### src/rtl/arbiter_tdm_wc.sv
// rtl/arbiter_tdm_wc.sv - work-conserving TDM arbiter with programmable slot table
//
// Shares one downstream resource among N requesters. A slot table maps each
// time slot to an owner. An idle owner's slot can be reclaimed round-robin
// by the other requesters. A grant stays locked until done or the hold timeout.
//
// Ports:
//   clk          clock
//   aresetn      asynchronous active-low reset
//   i_req        per-requester level request
//   i_done       end-of-transaction pulse from the current grantee
//   i_cfg_we     slot table write enable
//   i_cfg_slot   slot index to write
//   i_cfg_owner  owner for that slot (value >= N marks the slot unowned)
//   o_grant      one-hot grant, registered
//   o_grant_id   index of the grantee, valid while |o_grant
//   o_reclaimed  current grant was issued in a slot not owned by the grantee
//   o_timeout    one-cycle pulse on forced release
//   o_slot       current slot counter value
module arbiter_tdm_wc #(
    parameter int N        = 4,
    parameter int SLOTS    = 16,
    parameter int RECLAIM  = 1,
    parameter int MAX_HOLD = 32
) (
    input  logic                       clk,
    input  logic                       aresetn,
    input  logic [N-1:0]               i_req,
    input  logic                       i_done,
    input  logic                       i_cfg_we,
    input  logic [$clog2(SLOTS)-1:0]   i_cfg_slot,
    input  logic [$clog2(N):0]         i_cfg_owner,
    output logic [N-1:0]               o_grant,
    output logic [$clog2(N)-1:0]       o_grant_id,
    output logic                       o_reclaimed,
    output logic                       o_timeout,
    output logic [$clog2(SLOTS)-1:0]   o_slot
);

    localparam int IW = $clog2(N);
    localparam int OW = IW + 1;
    localparam int SW = $clog2(SLOTS);
    localparam int HW = $clog2(MAX_HOLD);

    typedef enum logic {
        IDLE = 1'b0,
        BUSY = 1'b1
    } state_t;

    state_t          state_q, state_d;
    logic [N-1:0]    grant_q, grant_d;
    logic [IW-1:0]   grant_id_q, grant_id_d;
    logic            reclaimed_q, reclaimed_d;
    logic            timeout_q, timeout_d;
    logic [SW-1:0]   slot_q, slot_d;
    logic [IW-1:0]   rr_q, rr_d;
    logic [HW-1:0]   hold_q, hold_d;
    logic [OW-1:0]   tbl_q [SLOTS];
    logic [OW-1:0]   tbl_d [SLOTS];

    // Arbitration helpers
    logic [OW-1:0]   cur_owner;
    logic            owner_valid;
    logic            owner_hit;
    logic            rr_found;
    logic [IW-1:0]   rr_win;
    logic [IW-1:0]   rr_idx;

    assign cur_owner   = tbl_q[slot_q];
    // An owner code of N or above (including MSB set) means nobody owns the slot.
    assign owner_valid = (int'(cur_owner) < N);
    assign owner_hit   = owner_valid && i_req[cur_owner[IW-1:0]];

    // Circular search for the first requester at or after the RR pointer.
    always_comb begin
        rr_found = 1'b0;
        rr_win   = '0;
        rr_idx   = '0;
        for (int k = 0; k < N; k++) begin
            rr_idx = IW'((int'(rr_q) + k) % N);
            if (!rr_found && i_req[rr_idx]) begin
                rr_found = 1'b1;
                rr_win   = rr_idx;
            end
        end
    end

    // Slot table: a write lands at the clock edge, so the slot being evaluated
    // in the write cycle still uses its old owner.
    always_comb begin
        for (int s = 0; s < SLOTS; s++) begin
            tbl_d[s] = tbl_q[s];
        end
        if (i_cfg_we) begin
            tbl_d[i_cfg_slot] = i_cfg_owner;
        end
    end

    assign slot_d = slot_q + SW'(1);

    always_comb begin
        state_d     = state_q;
        grant_d     = grant_q;
        grant_id_d  = grant_id_q;
        reclaimed_d = reclaimed_q;
        timeout_d   = 1'b0;
        rr_d        = rr_q;
        hold_d      = hold_q;

        case (state_q)
            IDLE: begin
                if (owner_hit) begin
                    grant_d                         = '0;
                    grant_d[cur_owner[IW-1:0]]      = 1'b1;
                    grant_id_d                      = cur_owner[IW-1:0];
                    reclaimed_d                     = 1'b0;
                    hold_d                          = '0;
                    state_d                         = BUSY;
                end else if ((RECLAIM != 0) && rr_found) begin
                    grant_d         = '0;
                    grant_d[rr_win] = 1'b1;
                    grant_id_d      = rr_win;
                    reclaimed_d     = 1'b1;
                    hold_d          = '0;
                    state_d         = BUSY;
                    // Pointer moves only on reclaim grants so owned slots do
                    // not disturb fairness among reclaimers.
                    rr_d = (int'(rr_win) == N - 1) ? '0 : rr_win + IW'(1);
                end
            end
            BUSY: begin
                hold_d = hold_q + HW'(1);
                if (i_done) begin
                    // Done wins over a simultaneous timeout.
                    grant_d     = '0;
                    grant_id_d  = '0;
                    reclaimed_d = 1'b0;
                    hold_d      = '0;
                    state_d     = IDLE;
                end else if (hold_q == HW'(MAX_HOLD - 1)) begin
                    grant_d     = '0;
                    grant_id_d  = '0;
                    reclaimed_d = 1'b0;
                    timeout_d   = 1'b1;
                    hold_d      = '0;
                    state_d     = IDLE;
                end
            end
            default: begin
                state_d = IDLE;
            end
        endcase
    end

    always_ff @(posedge clk or negedge aresetn) begin
        if (!aresetn) begin
            state_q     <= IDLE;
            grant_q     <= '0;
            grant_id_q  <= '0;
            reclaimed_q <= 1'b0;
            timeout_q   <= 1'b0;
            slot_q      <= '0;
            rr_q        <= '0;
            hold_q      <= '0;
            for (int s = 0; s < SLOTS; s++) begin
                tbl_q[s] <= OW'(s % N);
            end
        end else begin
            state_q     <= state_d;
            grant_q     <= grant_d;
            grant_id_q  <= grant_id_d;
            reclaimed_q <= reclaimed_d;
            timeout_q   <= timeout_d;
            slot_q      <= slot_d;
            rr_q        <= rr_d;
            hold_q      <= hold_d;
            for (int s = 0; s < SLOTS; s++) begin
                tbl_q[s] <= tbl_d[s];
            end
        end
    end

    assign o_grant     = grant_q;
    assign o_grant_id  = grant_id_q;
    assign o_reclaimed = reclaimed_q;
    assign o_timeout   = timeout_q;
    assign o_slot      = slot_q;

endmodule
### config.mk
export PLATFORM = sky130hd
export DESIGN_NAME = arbiter_tdm_wc
export DESIGN_NICKNAME = d
export VERILOG_FILES = /design/src/rtl/arbiter_tdm_wc.sv
export SDC_FILE = /design/constraint.sdc
export NUM_CORES = 1
export LEC_CHECK = 0
export BUFFER_PORTS_ARGS = -buffer_cell sky130_fd_sc_hd__buf_2
export CAP_MARGIN = 20
export CORE_ASPECT_RATIO = 0.75
export CORE_UTILIZATION = 59
export CTS_CLUSTER_DIAMETER = 120
export CTS_CLUSTER_SIZE = 16
export DETAILED_ROUTE_END_ITERATION = 10
export PLACE_DENSITY = 0.87
export SLEW_MARGIN = 20
export SYNTH_ARGS = -nofsm -noshare
export SYNTH_HDL_FRONTEND = slang
export SYNTH_SLANG_ARGS = --single-unit
### constraint.sdc
create_clock -name clk -period 3 [get_ports clk]
set_clock_uncertainty 0.05 [all_clocks]
set_input_delay 0.6 -clock clk [delete_from_list [all_inputs] [get_ports clk]]
set_output_delay 0.6 -clock clk [all_outputs]
set_load 0.01 [all_outputs]
Word-level counts from Yosys, hierarchy flattened
Index checks and enable logic that the tools add are counted.

Add/subtract/negate cells: 6. Magnitude comparators: 12. Eq/ne operators: 4. Muxes and demuxes: 57. Bitwise logic cells: 4. Reduce and logical (&&, ||, !) cells: 12.

Operators by type and width (count): 48-bit bitwise mux (1); 1-bit 2-to-1 mux (22); 5-bit 2-to-1 mux (4); 2-bit by 3-bit less-than comparator with 1-bit output (second input constant) (6); 2-bit 2-to-1 mux (9); 4-bit 2-to-1 mux (4); 3-bit binary-select mux with 4-bit select (1); 3-bit demux with 4-bit select (1); 1-bit binary-select mux with 2-bit select (5); 5-bit >= comparator (second input constant) (2); 4-bit NOT with 5-bit output (2); 5-bit one-hot mux with 2 select lines (1); 3-bit 2-to-1 mux (3); 4-bit one-hot mux with 2 select lines (1); 1-bit logical AND (7); 5-bit by 1-bit adder with 5-bit output (second input constant) (1); 5-bit equality test (second input constant) (1); 5-bit by 1-bit less-than comparator with 1-bit output (second input constant) (1); 2-bit by 1-bit adder with 2-bit output (second input constant) (2); 2-bit adder (second input constant) (2); 4-bit by 1-bit adder with 4-bit output (second input constant) (1); 1-bit demux with 2-bit select (2); 2-bit by 1-bit >= comparator with 1-bit output (second input constant) (2); 1-bit one-hot mux with 2 select lines (2); 9 further kinds (12).

Bits in registers: 68. Logic and storage cells: 119.

Logic depth before layout (Yosys ltp)
Depth after elaboration: 19. Depth in mapped cells: 9.

Worst setup path before layout
OpenSTA, ideal clock, no wires.

Kind: register -> register. From: register slot_q[2] (netlist: o_slot[2]). To: register rr_q[1]. Library setup time: 0.127 ns. Arrival: 2.642 ns. Data required time: 2.823 ns. Path slack: 0.181 ns. Stages on the path, launching flop included: 9. Path through: dfrtp_1 -> buf_1 -> mux4_2 -> mux4_2 -> or2_1 -> a211oi_2 -> o21bai_2 -> nand2_2 -> mux2_1.

Word-level cells in the longest chain between the ends: 9. Elaborated cells on any way between the ends: 10. Those cells by class: 1 x order compare; 5 x mux; 2 x bitwise; 2 x reduce/logical.

Ends and longest elaborated chain: start, declared (line 55) `logic [SW-1:0] slot_q, slot_d;`; start signal, assigned (line 174) `slot_q <= slot_d;`; 4-bit NOT with 5-bit output (implied by the code) * (line 69) `assign cur_owner = tbl_q[slot_q];`; 3-bit binary-select mux with 4-bit select * (line 69); 3-bit 2-to-1 mux (implied by the code) * (2 in a row) (line 69); 1-bit binary-select mux with 2-bit select (line 72) `assign owner_hit = owner_valid && i_req[cur_owner[IW-1:0]];`; 1-bit 2-to-1 mux (implied by the code) (line 72); 1-bit logical AND * (line 72); 1-bit NOT (no source line) *; 3-bit AND reduction (no source line) *; end signal, assigned (line 175) `rr_q <= rr_d;`; end, declared (line 56) `logic [IW-1:0] rr_q, rr_d;`.

Mark *: on every way between the ends. The rest lies on a longest branch, timed or not. The select of a mux whose other input is x is not followed. A chain may end at the register's enable or synchronous reset.

Final worst setup path
From: register slot_q[0] (netlist: o_slot[0]). To: register rr_q[0].

Same word-level chain as after synthesis.

==> impl_metrics.py <==
metrics = {
    "clock_network": {
        "cts_hold_buf": 0,
        "cts_inserted_buffers": 9,
        "cts_setup_buffers": 0,
        "clkSlewWorstSetupHoldPaths_ns": 0.07,
        "cts.sinks": 68,
        "cts.htree.levels": 3,
        "clk_latency_ns": 0.35,
        "cts_tree": "done",
        "root_buffer": "clkbuf_8",
        "clockBufferDepth": 2,
    },
    "detailed_routing": {
        "drtIter0Drc": 255,
        "wire_per_inst_um": 20.3,
        "dr.pass1.iters": 5,
        "num_vias": 2420,
        "route.antenna.remaining_nets": 0,
        "drcViolationCount": 0,
        "vias_per_cell": 6.39,
        "wl_mm": 7.69,
    },
    "synthesis": {
        "syn_nets": 286,
        "ys_types": 49,
        "synth_edf_count": 0,
        "syn_inst": 264,
        "seq_area_frac_synth_pct": 51.0,
        "synth-main-ff-cell": "dfrtp_1",
        "synth-seq-cells": 68,
        "syn-mean-instance-area_um2": 12.8,
        "synth_area_um2": 3370,
        "synth-async-reset-ratio_pct": 100,
        "yosys_warnings": 0,
    },
    "floorplanning": {
        "start_util_pct": 62.0,
        "ios": 27,
        "design.core.area_um2": 5440,
        "die_x_um": 89.3,
        "die-area_um2": 6030,
        "rows": 23,
        "dieHeight_um": 67.5,
    },
    "sta": {
        "drv_slew": 0,
        "finalHoldViolations": 0,
        "final-setup-viol-count": 0,
        "setup_tns_ns": 0,
        "hold-worst-slack_ns": 0.263,
        "fmax_ghz": 0.346,
        "rsz0062_at_grt": "false",
        "finalCritPeriodShare_pct": 96.3,
        "setup_ws_ns": 0.111,
        "slew_headroom_pct": 50.1,
        "tightest_slew_ns": 0.749,
        "min_period_ns": 2.89,
    },
    "worst_setup_path": {
        "cp-end-kind": "flop",
        "reg2regPathDepth": 7,
        "cp.arrival_ns": 3.07,
        "crit_type": "flop to flop",
        "r2r_end": "rr_q[0]",
        "critPathLaunchType": "flop",
        "required_ns": 3.19,
        "path_max_fanout": 7,
        "r2r-start": "o_slot[0]",
        "ff2ff_setup_slack_ns": 0.11,
    },
    "outcome": {
        "outcome": "finished, final reports clean",
    },
    "grt": {
        "grt_max_degree": 36,
        "grt_pass1_wl_mm": 12.5,
        "grt_pass1_vias": 2343,
        "grt_antenna_before_repair": 0,
        "grt_use_total_pct": 29.5,
        "overflow": 0,
    },
    "final_layout": {
        "layout-drive-gt1-share_pct": 41.4,
        "final_common_cell": "dfrtp_1",
        "layout_common_cells": "dfrtp_1, mux2_2, buf_2",
        "antenna_cells": 0,
        "nets": 321,
        "nFillCells": 360,
        "final_cell_area_um2": 3810,
        "stdcell_count": 379,
        "syn_to_final_growth_pct": 13.0,
    },
    "job": {
        "drv_cap": 0,
    },
    "placement": {
        "dp.cells": 363,
        "gp_congestion": 0.916,
        "port-buffer-count": 26,
        "place_ws_ns": 0.0422,
        "dp_hpwl_mm": 5.33,
        "postPlaceCellArea_um2": 3600,
    },
    "power": {
        "vdd_drop_max_v": 0.000417,
        "p_per_area_nw_per_um2": 726,
        "power_leakage_uw": 0.00172,
    },
    "hold_path": {
        "worstHoldPathType": "input port to asynchronous set/reset pin",
    },
}
sequential cells by signal (all words and copies together), names as in the netlist:
| signal | cells |
|---|---|
| tbl_q | 48 |
| o_grant | 4 |
| state_q | 1 |
| o_grant_id | 2 |
| o_timeout | 1 |
| hold_q | 5 |
| o_reclaimed | 1 |
| rr_q | 2 |
| o_slot | 4 |
layer usage:
metal	GRT usage (%)	routed length [µm]
met1	40.1	3240
met2	45.6	3620
met3	9.54	614
met4	9.13	225
met5	0	0
synth_stat cells, drive strengths merged (3+ instances only):
master	n	area share, %
a21oi	4	0.59
nand2b	5	0.93
dfrtp	52	39
mux2i	8	2.4
buf	4	0.70
nand2	19	2.2
o21ai	10	1.5
inv	9	1.0
nor2	15	1.7
nor2b	5	0.93
a22o	3	0.78
mux2	50	17
nand3b	4	0.89
or2	3	0.56
nand3	5	0.74
dfstp	16	12
a211oi	4	1.0
mux4	11	7.5
ha	7	2.6
or3	3	0.56
clkbuf	3	0.33
what timing repair did:
action                                  4_1_cts  5_1_grt
resized for setup                             0        3
endpoints found under the setup margin        0        3
hold endpoints to repair                      0        0
kinds of logic (layout without fill, tap and decap cells):
| kind of cell | Yosys count | count (layout) | synth area share, % |
|---|---|---|---|
| simple gates | 66 | 66 | 9.79 |
| flops | 68 | 68 | 51.0 |
| compound gates | 36 | 36 | 7.53 |
| fa+ha+maj | 7 | 7 | 2.60 |
| xor+xnor | 2 | 2 | 0.519 |
| mux | 69 | 69 | 26.5 |
| buf+inv | 16 | 56 | 2.04 |
area by class of cell:
type                       instances  area [µm²]  share of cell area [%]
timing repair buffer              31         168                    4.40
tap                               75        93.8                    2.46
clock buffer                      14         163                    4.27
inverter                           9        33.8                   0.886
sequential                        68        1720                    45.2
multi-input combinational        180        1600                    41.9
clock inverter                     2        35.0                   0.919
metrics by stage:
step | total power, µW | util, %
6_report | 2770 | 70.1
5_1_grt | 2910 | 70.1
3_3_place_gp | 1950 | 66.2
3_5_place_dp | 1990 | 66.2
2_1_floorplan | 1760 | -
4_1_cts | 2760 | 69.8
critical path, stage by stage (launching register included):
cell and delay, ns:
dfrtp_2 0.48, mux4_2 0.53, mux4_2 0.57, or2_2 0.33
a22oi_1 0.23, o21bai_2 0.16, nand2_2 0.12, mux2_1 0.32
how the worst max path moves through the flow:
| stage | start | to | slack [ns] |
|---|---|---|---|
| after floorplan | o_slot[2] | rr_q[1] | 0.18 |
| after global placement | o_slot[0] | rr_q[0] | 0.17 |
| after detailed placement | o_slot[0] | rr_q[0] | 0.04 |
| after CTS | o_slot[0] | rr_q[0] | 0.04 |
| after global routing | o_slot[0] | rr_q[0] | 0.06 |
| final | o_slot[0] | rr_q[0] | 0.11 |
power by group:
part / internal (µW) / switching (µW) / total (µW) / leakage [µW]
registers: 1180 / 160 / 1340 / 0.000820
clock network: 429 / 330 / 760 / 0.000101
logic: 337 / 335 / 672 / 0.000801
total: 1940 / 826 / 2770 / 0.00172
(Power assumes the default switching activity.)
